`config.mk`:
```
export PLATFORM = sky130hd
export DESIGN_NAME = ram_access_controller
export DESIGN_NICKNAME = d
export VERILOG_FILES = /design/src/rtl/ram_access_controller.sv
export SDC_FILE = /design/constraint.sdc
export NUM_CORES = 1
export LEC_CHECK = 0
export ABC_AREA = 1
export CAP_MARGIN = 20
export CORE_UTILIZATION = 45
export CTS_CLUSTER_DIAMETER = 60
export DETAILED_ROUTE_END_ITERATION = 8
export HOLD_SLACK_MARGIN = 0.06
export PLACE_DENSITY_LB_ADDON = 0.12
export SKIP_LAST_GASP = 1
export SYNTH_ARGS = -nofsm -noshare
export SYNTH_HDL_FRONTEND = slang
export SYNTH_SLANG_ARGS = --single-unit
```
`constraint.sdc`:
```
create_clock -name clock -period 2.4 [get_ports clock]
set_clock_uncertainty 0.05 [all_clocks]
set_input_delay 0.72 -clock clock [delete_from_list [all_inputs] [get_ports clock]]
set_output_delay 0.72 -clock clock [all_outputs]
set_load 0.01 [all_outputs]
```
`src/rtl/ram_access_controller.sv`:
```
// ram_access_controller: valid/ready front end that serialises host reads/writes onto one single-port RAM,
// with a hardware sweep-clear. Define RAM_CTRL_VERIFY_EN to add write-readback verification.
module ram_access_controller #(
  parameter int memory_height = 8,
  parameter int address_width = 3,
  parameter int data_width    = 4
) (
  input  logic                     clock,
  input  logic                     reset_n,
  input  logic                     req_valid,
  output logic                     req_ready,
  input  logic                     req_write,
  input  logic [address_width-1:0] req_address,
  input  logic [data_width-1:0]    req_data,
  output logic                     rsp_valid,
  output logic [data_width-1:0]    rsp_data,
  input  logic                     rsp_ready,
  input  logic                     clear_start,
  output logic                     busy,
  output logic                     verify_error,
  output logic [address_width-1:0] ram_address,
  output logic                     ram_read_or_write,
  output logic [data_width-1:0]    ram_wdata,
  input  logic [data_width-1:0]    ram_rdata
);

  typedef enum logic [2:0] {
    IDLE,
    WRITE,
    READ,
    READ_WAIT,
    RESP,
    CLEAR
`ifdef RAM_CTRL_VERIFY_EN
    ,
    VFY_READ,
    VFY_WAIT
`endif
  } state_t;

  localparam logic [address_width-1:0] LAST_ADDR = address_width'(memory_height - 1);

  state_t                     state, state_next;
  logic [address_width-1:0]   addr_next;
  logic                       rw_next;
  logic [data_width-1:0]      wdata_next;
  logic                       rsp_valid_next;
  logic [data_width-1:0]      rsp_data_next;
  logic                       busy_next;
  logic                       verr_next;

  assign req_ready = (state == IDLE) && !clear_start;

  always_comb begin
    state_next     = state;
    addr_next      = ram_address;
    rw_next        = 1'b0;
    wdata_next     = ram_wdata;
    rsp_valid_next = rsp_valid;
    rsp_data_next  = rsp_data;
    verr_next      = verify_error;
    unique case (state)
      IDLE: begin
        if (clear_start) begin
          state_next = CLEAR;
          addr_next  = '0;
          wdata_next = '0;
          rw_next    = 1'b1;
          verr_next  = 1'b0;
        end else if (req_valid) begin
          addr_next  = req_address;
          wdata_next = req_data;
          if (req_write) begin
            state_next = WRITE;
            rw_next    = 1'b1;
          end else begin
            state_next = READ;
          end
        end
      end
      WRITE: begin
`ifdef RAM_CTRL_VERIFY_EN
        state_next = VFY_READ;
`else
        state_next = IDLE;
`endif
      end
      READ:      state_next = READ_WAIT;
      READ_WAIT: begin
        rsp_data_next  = ram_rdata;
        rsp_valid_next = 1'b1;
        state_next     = RESP;
      end
      RESP: begin
        if (rsp_ready) begin
          rsp_valid_next = 1'b0;
          state_next     = IDLE;
        end
      end
      // Strobe high selects a write cycle; once the last address is written one
      // idle-strobe cycle remains in CLEAR before returning (memory_height+1 busy cycles).
      CLEAR: begin
        if (ram_read_or_write) begin
          if (ram_address != LAST_ADDR) begin
            addr_next = ram_address + 1'b1;
            rw_next   = 1'b1;
          end
        end else begin
          state_next = IDLE;
        end
      end
`ifdef RAM_CTRL_VERIFY_EN
      VFY_READ:  state_next = VFY_WAIT;
      VFY_WAIT: begin
        if (ram_rdata != ram_wdata) verr_next = 1'b1;
        state_next = IDLE;
      end
`endif
      default:   state_next = IDLE;
    endcase
    busy_next = (state_next != IDLE);
  end

  always_ff @(posedge clock or negedge reset_n) begin
    if (!reset_n) begin
      state             <= IDLE;
      ram_address       <= '0;
      ram_read_or_write <= 1'b0;
      ram_wdata         <= '0;
      rsp_valid         <= 1'b0;
      rsp_data          <= '0;
      busy              <= 1'b0;
    end else begin
      state             <= state_next;
      ram_address       <= addr_next;
      ram_read_or_write <= rw_next;
      ram_wdata         <= wdata_next;
      rsp_valid         <= rsp_valid_next;
      rsp_data          <= rsp_data_next;
      busy              <= busy_next;
    end
  end

`ifdef RAM_CTRL_VERIFY_EN
  always_ff @(posedge clock or negedge reset_n) begin
    if (!reset_n) verify_error <= 1'b0;
    else          verify_error <= verr_next;
  end
`else
  assign verify_error = 1'b0;
`endif

endmodule

```
### After elaboration in Yosys (flattened, before gate mapping)

Cells that the tools add are included.

* divide/modulo/power cells: 0
* multiply operators: 0
* reduce and logical (&&, ||, !) cells: 10
* shift operators: 0
* equal/unequal tests: 9
* $lt $le $gt $ge: 0
* bitwise operators: 0
* muxes and demuxes: 21
* $add $sub $neg: 1

Operators by type and width (number)
* $mux W3: 8
* $pmux W3 S5: 1
* $mux W4: 2
* $eq A3 B2 Y1 const B: 2
* $eq A3 B3 Y1 const B: 2
* $mux W1: 6
* $ne A2 B2 Y1 const B: 3
* $ne A3 B3 Y1 const B: 2
* $pmux W3 S2: 1
* $reduce_bool A2 Y1: 3
* $pmux W1 S2: 2
* $reduce_and A2 Y1: 2
* $reduce_and A4 Y1: 1
* $add A3 B1 Y3 const B: 1
* $logic_not A3 Y1: 1
* $reduce_bool A3 Y1: 1
* $mux W2: 1
* $logic_and A1 B1 Y1: 1
* $logic_not A1 Y1: 1

* bits in registers: 17
* bits in writable memories: 0
* bits in read-only memories: 0
* bits in latches: 0
* memories kept: 0

### Logic depth before layout (Yosys ltp)

Gate-level depths: netlist of the first run.

* depth after elaboration: 5
* depth in mapped cells: 8
* mapped depth without buffers: 8

### Least setup slack after synthesis of the first run

Ideal clock, no wire load.

* path kind: reg-to-output
* start: register state[1]
* end: output port req_ready
* cell stages (with the launch flop): 5
* path buffers: 1
* arrival: 0.905 ns
* path slack: 0.725 ns
* cells stage by stage: dfrtp_1 -> inv_2 -> buf_6 -> nand2_1 -> nor2_1

* longest elaborated chain between the ends: 2

Ends and longest elaborated chain
* start, declared: RTL line 43 `state_t state, state_next;`
* start signal, assigned: RTL line 134 `state <= state_next;`
* $logic_not A3 Y1: RTL line 52 `assign req_ready = (state == IDLE) && !clear_start;`
* $logic_and A1 B1 Y1: RTL line 52
* end, declared: RTL line 11 `output logic req_ready,`

Every way passes these cells.

### Worst setup path after layout of the first run

* start: input port clear_start
* end: output port req_ready

* longest elaborated chain between the ends: 2

Ends and longest elaborated chain
* start, declared: RTL line 18 `input logic clear_start,`
* $logic_not A1 Y1: RTL line 52
* $logic_and A1 B1 Y1: RTL line 52

Every way passes these cells.

==> out/qor.yml, run 1 <==
ys_seq_elements: 17
start_kind: "input port"
ys_top_cells_by_area: "dfrtp_1, nand2_1, inv_1"
powerDensity_nw_per_um2: 1060
drv_cap: 0
reg2reg_slack_ns: 0.97
via_per_inst: 4.56
status: "completed"
ctsHtreeMaxLevel: 1
max_freq_ghz: 0.437
post-place-ws_ns: -0.155
first_pass_iters: 4
routed_wl_um: 1790
via_count: 820
clockRootBuffer: "clkbuf_4"
drv_slew: 0
wire_per_inst_um: 9.97
ios: 33
clkSinkCount: 17
endpoint_kind: "output pin"
required_ns: 1.63
arrival_ns: 1.52
crit_fanout: 2
io_buffers: 31
fin_crit_ns: 2.29
tns_ns: 0
yosys.area.top_type_share: 0.436
synth_commonest_cells: "nand2_1, dfrtp_1, inv_1"
core_area_um2: 2000
final_cells: 180
drtIter0Drc: 19
die_height_um: 48.5
postRouteAntennaNets: 0
globalplace.congestion: 0.761
fin_ws_ns: 0.109
synth_most_common_cell: "nand2_1"
grt_max_degree: 18
path_clk_slew_ns: 0.11
initial_core_util: 0.487
peakVddDrop_mv: 0.616
rows: 16
cts_tree: "built"
area_growth_pct: 37.9
clock_path_buffers: 2
cts_setup_buffers: 0
drive_gt1_frac: 0.163
synth_area_leader_cell: "dfrtp_1"
fin_crit_sh: 0.954
synth_flop_cell: "dfrtp_1"
finalSetupViolCount: 0
die_width_um: 48.5
dieArea_um2: 2360
clk_latency_ns: 0.29
finalHoldViolCount: 0
nets: 173
grt.total_usage: 0.184
hpwl_um: 1360
yosysWarnings: 0
syn_inst: 117
grt_pass1_wl_um: 3380
grt_pass1_vias: 817
finalCoreUtilization: 0.671
cts_buffers: 3
ys_seq_area_frac: 0.436
synth-edff-count: 0
grt_overflow: 0
antenna_cells: 0
hp-class: "register to register"
synthArstFlopShare: 1.00
critPathKind: "input port to output pin"
drcViolationCount: 0
synthesis.area_um2: 975
yosysUniqueCellTypes: 20
rsz0062_at_grt: "false"
p_total_uw: 1420
avgSynthCellArea_um2: 8.33
synth_fp_nets: 136
p_leak_uw: 0.000681
grt_antenna_before_repair: 0
dp_cells: 176
-- layer usage --
| layer | share of wire | global-route usage | vias to the layer above |
|---|---|---|---|
| met5 | 0 | 0 | - |
| met4 | 0.011 | 0.0882 | 0 |
| met3 | 0.042 | 0.0189 | 2 |
| met2 | 0.43 | 0.284 | 20 |
| met1 | 0.52 | 0.258 | 365 |
| li1 | - | - | 433 |
-- layout by cell type (no fill, tap or decap) --
master,instances
nand3_2,1
nor2_2,4
buf_4,5
nor2_4,1
nand4_4,2
clkinvlp_4,1
nand2_2,2
inv_2,3
nand3_1,6
nand4_1,4
nand2_4,1
inv_1,17
o21ai_0,10
o21ai_1,1
nand2_1,34
dlygate4sd2_1,1
clkdlybuf4s50_1,30
ha_1,2
nor2_1,5
conb_1,1
dfrtp_1,17
nand3_4,2
clkbuf_4,3
-- metrics by stage --
step	instance area [µm²]	hold slack (ns)
5_1_grt	1340	0.484
2_1_floorplan	975	0.374
6_report	1340	0.443
3_3_place_gp	1320	0.417
3_5_place_dp	1320	0.424
4_1_cts	1340	0.451
-- cell families after synthesis --
group / count (synthesis) / share of synthesized area
buf+inv: 24 / 0.119
compound gates: 11 / 0.0565
other cells: 1 / 0.00385
flops: 17 / 0.436
fa+ha+maj: 2 / 0.0257
simple gates: 62 / 0.358
-- power breakdown --
part / internal [µW] / switching (µW) / leakage, µW
logic: 369 / 398 / 0.000453
registers: 412 / 88.3 / 0.000214
clock network: 63.4 / 93.8 / 0.0000139
-- final cells by class --
cell class	count	area (µm²)
Clock buffer	3	22.5
Timing Repair Buffer	36	347
Clock inverter	1	7.51
Sequential cell	17	425
Fill cell	171	658
Tap cell	27	33.8
Multi-Input combinational cell	76	433
Inverter	20	75.1
-- critical path, stage by stage --
cell and delay [ns]:
clkdlybuf4s50_1 0.48, nor2_1 0.05, dlygate4sd2_1 0.27
-- registers in the layout, summed over array words and instances (netlist names) --
signal             cells
state                  3
rsp_data               4
rsp_valid              1
ram_read_or_write      1
ram_wdata              4
ram_address            3
busy                   1
-- what timing repair did --
item                       in CTS  in global routing
setup endpoints to repair       1                  0
hold buffers                    0                  0
resized for setup               1                  0
-- final timing paths --
path / start / to / cells after the start
setup / recovery: clear_start / req_ready / 3
hold / removal: ram_wdata[3] / ram_wdata[3] / 2
setup reg to reg: ram_address[0] / ram_address[2] / 8
hold reg to reg: ram_wdata[3] / ram_wdata[3] / 2
max in group asynchronous: reset_n / ram_address[0] / 2
min in group asynchronous: reset_n / ram_wdata[2] / 2
No activity file was read; power rests on OpenSTA's default activity.
==> run 2, diff against run 1 <==
- CAP_MARGIN: 20 -> 15
- REMOVE_ABC_BUFFERS: default -> 1
==> run 2 against run 1 <==
Non-clock buffer count unchanged. Clock power shrank 5%. First-iteration DRC count fell by 47%. Setup slack improved by 0.0032 ns. Maximum frequency increased by 0.14%. Largest cell class unchanged. Critical path type unchanged.
==> out/qor.yml, run 2 (same netlist as run 1, synthesis figures left out) <==
dieArea_um2: 2360
ios: 33
critical_path.startpoint: "clear_start"
post-place-ws_ns: -0.154
reg2reg_from: "ram_address[0]"
hp-start: "rsp_data[3]"
grt.total_usage: 0.175
drtIter0Drc: 10
rows: 16
topRoutingLayerUsed: "met3"
met3_length_um: 77
r2r_cells: 8
sw_frac_of_total: 0.400
ctsHtreeMaxLevel: 1
clockRootBuffer: "clkbuf_4"
routed_wl_um: 1780
area_growth_pct: 37.5
finalCoreUtilization: 0.669
first_pass_iters: 4
drcViolationCount: 0
dp_cells: 176
grt_pass1_vias: 741
clock_power_share: 0.105
critical-path-slowest-cell: "clkdlybuf4s50_1"
path_clk_slew_ns: 0.09
required_ns: 1.63
postRouteAntennaNets: 0
cts_tree: "built"
final_common_cell: "nand2_1"
clock_path_buffers: 2
status: "completed"
fin_crit_sh: 0.953
endpoint_kind: "output pin"
clk_latency_ns: 0.28
internal_power_uw: 846
drv_cap: 0
grt_max_degree: 18
start_kind: "input port"
cts_buffers: 3
fin_ws_ns: 0.113
dr_wl_met2_um: 858
final_cell_mix: "nand2_1, clkdlybuf4s50_1, inv_1, dfrtp_1, o21ai_0"
io_buffers: 31
fin_crit_ns: 2.29
drive_gt1_frac: 0.157
die_height_um: 48.5
reg_top3: "ram_wdata: 4 flops, rsp_data: 4 flops"
globalplace.congestion: 0.820
core_area_um2: 2000
drv_slew: 0
grt_overflow: 0
rsz0062_at_grt: "false"
grt_pass1_wl_um: 3130
final_cells: 180
nets: 173
powerDensity_nw_per_um2: 1050
cts_setup_buffers: 0
place_area_um2: 1320
p_total_uw: 1410
power_switching_uw: 564
p_seq_frac: 0.352
via_per_inst: 4.57
combPwrFrac: 0.543
arrival_ns: 1.52
crit_fanout: 2
wl_met1_um: 841
path_cells: "clkdlybuf4s50_1, nor2_1, dlygate4sd2_1"
wire_per_inst_um: 9.87
hold_depth: 2
hp-class: "register to register"
die_width_um: 48.5
antenna_cells: 0
clkSinkCount: 17
hpwl_um: 1390
p_leak_uw: 0.000682
critPathKind: "input port to output pin"
via_count: 823
finalSetupViolCount: 0
peakVddDrop_mv: 0.581
max_freq_ghz: 0.437
grt_antenna_before_repair: 0
critPathMaxStageDelay_ns: 0.48
finalHoldViolCount: 0
initial_core_util: 0.487
final_cell_area_um2: 1340
[run 2: changes by cell type in the layout (fill, tap and decap cells not counted), sizes merged]
cell / before / now
clkinvlp: 1 / 0
clkbuf: 3 / 4
[run 2: what timing repair did]
action | 4_1_cts | 5_1_grt
setup endpoints to repair | 1 | 0
gates resized for setup | 1 | 0
hold buffers | 0 | 0
[run 2: through the flow]
stage	setup TNS (ns)	hold slack [ns]
after CTS	0	0.446
final	0	0.441
after detailed placement	-0.154	0.423
after floorplan	0	0.374
after global placement	-0.134	0.416
after global routing	0	0.481
[run 2: layout make-up]
type	count	area [µm²]
clock buffers	4	26.3
fillers	180	662
inverters	20	75.1
multi-input cells	76	433
flip-flops and latches	17	425
well taps	27	33.8
repair buffers	36	347
[run 2: worst max-delay path, delay by kind of cell]
kind | cells | cell delay (ns)
and+or+nand+nor | 1 | 0.05
buffers and inverters | 2 | 0.75
[run 2: power groups by stage]
stage	logic, µW	clock network [µW]	registers [µW]
5_1_grt	853	173	516
3_5_place_dp	778	0	504
3_3_place_gp	761	0	500
4_1_cts	775	156	500
6_report	766	149	497
2_1_floorplan	322	0	598
[run 2: routing by layer]
| metal | vias to the layer above | track usage |
|---|---|---|
| li1 | 437 | - |
| met1 | 367 | 0.233 |
| met2 | 19 | 0.272 |
| met3 | 0 | 0.0409 |
| met4 | 0 | 0.0735 |
| met5 | - | 0 |
[run 2: path summary, 6_finish.rpt]
| kind | end | slack (ns) |
|---|---|---|
| min in group asynchronous | busy | 0.69 |
| min | rsp_data[3] | 0.44 |
| max in group asynchronous | ram_address[1] | 1.42 |
| min reg2reg | rsp_data[3] | 0.44 |
| max | req_ready | 0.11 |
| max reg2reg | ram_address[1] | 0.99 |
==> patch: new RTL, config.mk and constraints of run 1 <==
`ram_wdata` no longer has a reset.
--- a/src/rtl/ram_access_controller.sv
+++ b/src/rtl/ram_access_controller.sv
@@ -126,7 +126,6 @@
       state             <= IDLE;
       ram_address       <= '0;
       ram_read_or_write <= 1'b0;
-      ram_wdata         <= '0;
       rsp_valid         <= 1'b0;
       rsp_data          <= '0;
       busy              <= 1'b0;
@@ -134,11 +133,14 @@
       state             <= state_next;
       ram_address       <= addr_next;
       ram_read_or_write <= rw_next;
-      ram_wdata         <= wdata_next;
       rsp_valid         <= rsp_valid_next;
       rsp_data          <= rsp_data_next;
       busy              <= busy_next;
     end
+  end
+
+  always_ff @(posedge clock) begin
+    ram_wdata <= wdata_next;
   end
 
 `ifdef RAM_CTRL_VERIFY_EN
Behaviour: not the same (a bounded check fails within 4 cycles, from zero or initial values and one cycle with reset_n low).
==> patch against run 1 <==
  * Setup slack got worse by 0.032 ns
  * Clock power fell by 4%
  * Total power fell by 6.4%
  * Synthesized area fell by 4.1%
  * Wire length rose by 3.0%
  * Die area fell by 3.9%
  * Global-route usage rose by 0.28 points
  * Sequential cell count did not move
  * Design area fell by 4.1%
  * Count of clock-buffer cells in the layout rose by 1
  * Largest cell class is now registers
  * Largest power group unchanged
==> patch: results (changes against run 1) <==
Cells and area
  • Fillers: 199 (+16%)
  • Largest registers: ram_wdata (4), rsp_data (4)
  • # diodes: 0 (unchanged)
  • Share of layout cells above drive strength 1: 14.9% (-1.5 points)

Yosys
  • Mux cell area share after synthesis: 0% (unchanged)
  • Top_reg_cell synth: dfrtp_1
  • Top post-synthesis cells by count: nand2_1 (27), inv_1 (21), dfrtp_1 (13), nor2_1 (9), o21ai_1 (7)
  • Synth area leaders: dfrtp_1 (35%), edfxtp_1 (13%), nand2_1 (11%)
  • Syn Area/Cell: 8.20 um2 (-1.6%)
  • Number of flops mapped to enable cells by yosys: 4 (+4)
  • Combinational family with the most area after synthesis: simple AND/OR/NAND/NOR gates
  • Seq/Total Area, Yosys: 47.7% (+4.0 points)
  • Syn_nets: 133 (-2.2%)
  • XOR/XNOR Fraction of Synth Area: 0% (unchanged)
  • Synth Area in Compound Gates: 3.75% (-1.9 points)
  • Adder-cell share of the synthesized area: 2.68% (+0.11 points)
  • Async S/R FF share, synth: 76.5% (-24 points)
  • Yosys cell types: 18 (-10%)

Placement
  • DP Wirelength: 1410 um (+3.8%)
  • Input/output buffers: 31 (unchanged)
  • Place WS: -0.209 ns (-0.0538 ns)
  • Placed cells: 171 (-2.8%)
  • Placed instance area: 1260 um2 (-3.9%)
  • Global placer's final weighted congestion: 0.792 (+4.0%)

Power and ir drop
  • Static leakage: 0.695 nW (+2.1%)
  • Comb pwr share: 51.7% (-2.1 points)
  • Comb group: 690 uW (-10%)
  • Switching pwr: 515 uW (-11%)
  • Sequential Power Share: 37.0% (+1.9 points)
  • Max IR drop VDD: 0.000567 V (-7.9%)

Worst hold path
  • Hold WC Path Type: flip-flop to flip-flop

Detailed routing
  • Via-to-Cell Ratio: 4.64 (+1.9%)
  • Met2 wire length: 907 um (+18%)
  • Drt initial violations: 9 (-10)
  • Via count: 812 (-0.98%)
  • First-pass detailed-route iteration total: 4 (unchanged)
  • Met3 routed WL: 86 um (+15%)
  • Metal-1 WL: 818 um (-12%)
  • WL/cell: 10.6 um (+5.9%)

Setup path
  • Worst Path Max Fanout: 2 (unchanged)
  • Critical path's slowest cell: clkdlybuf4s50_1
  • Worst EP arrival: 1.55 ns (+0.03 ns)
  • Crit-path max cell delay: 0.50 ns (+0.02 ns)

Run status
  • Status: finished, final reports clean

Clocking
  • H-tree depth: 1 (unchanged)
  • Root buf cell: clkbuf_4
  • Reg clk slew, reported paths: 0.09 ns (-0.02 ns)
  • Worst-Skew Late Latency: 0.28 ns
  • Total CTS buffers: 3 (unchanged)
  • Longest Clk Path Bufs: 2 (unchanged)

Global route
  • Number of global-route vias before repair: 715 (-12%)
  • M2 GR Usage: 31.2% (+2.8 points)
  • First-pass GRT wire length: 2890 um (-14%)
  • Met1 Usage GRT: 24.2% (-1.6 points)
  • Pin count of the biggest net entering global routing: 14 (-4)
  • Total track usage: 18.6% (+0.28 points)
  • Met3 Use GR: 2.26% (+0.38 points)

Job
  • Max-capacitance violation count: 0 (unchanged)

Timing
  • Least-Margin Pin Slew: 0.606 ns
[patch: repair_timing]
item | CTS | global route
buffers inserted | 0 | 0
endpoints found under the setup margin | 1 | 0
hold buffers | 0 | 0
gates resized for setup | 1 | 0
[patch: layout make-up]
cell class                 count  area (um2)  share of cell area, %
clock buffer                   4        26.3                   2.04
timing repair buffer          34         332                   25.7
multi-input combinational     68         358                   27.8
tap                           27        33.8                   2.62
inverter                      25        93.8                   7.28
sequential                    17         445                   34.6
[patch: final timing paths]
path                                      from             end  slack (ns)  cells past startpoint
worst max-delay path               clear_start       req_ready        0.08                      3
worst min-delay path                 rsp_valid       rsp_valid        0.44                      2
worst max register to register  ram_address[0]  ram_address[2]        0.95                      8
worst min register to register       rsp_valid       rsp_valid        0.44                      2
max in group asynchronous              reset_n  ram_address[2]        1.15                      1
min in group asynchronous              reset_n     rsp_data[1]        0.75                      1
[patch: critical path: cells and delay by family]
kind	cells	cell delay, ns
buffers and inverters	2	0.77
AND/OR/NAND/NOR	1	0.06
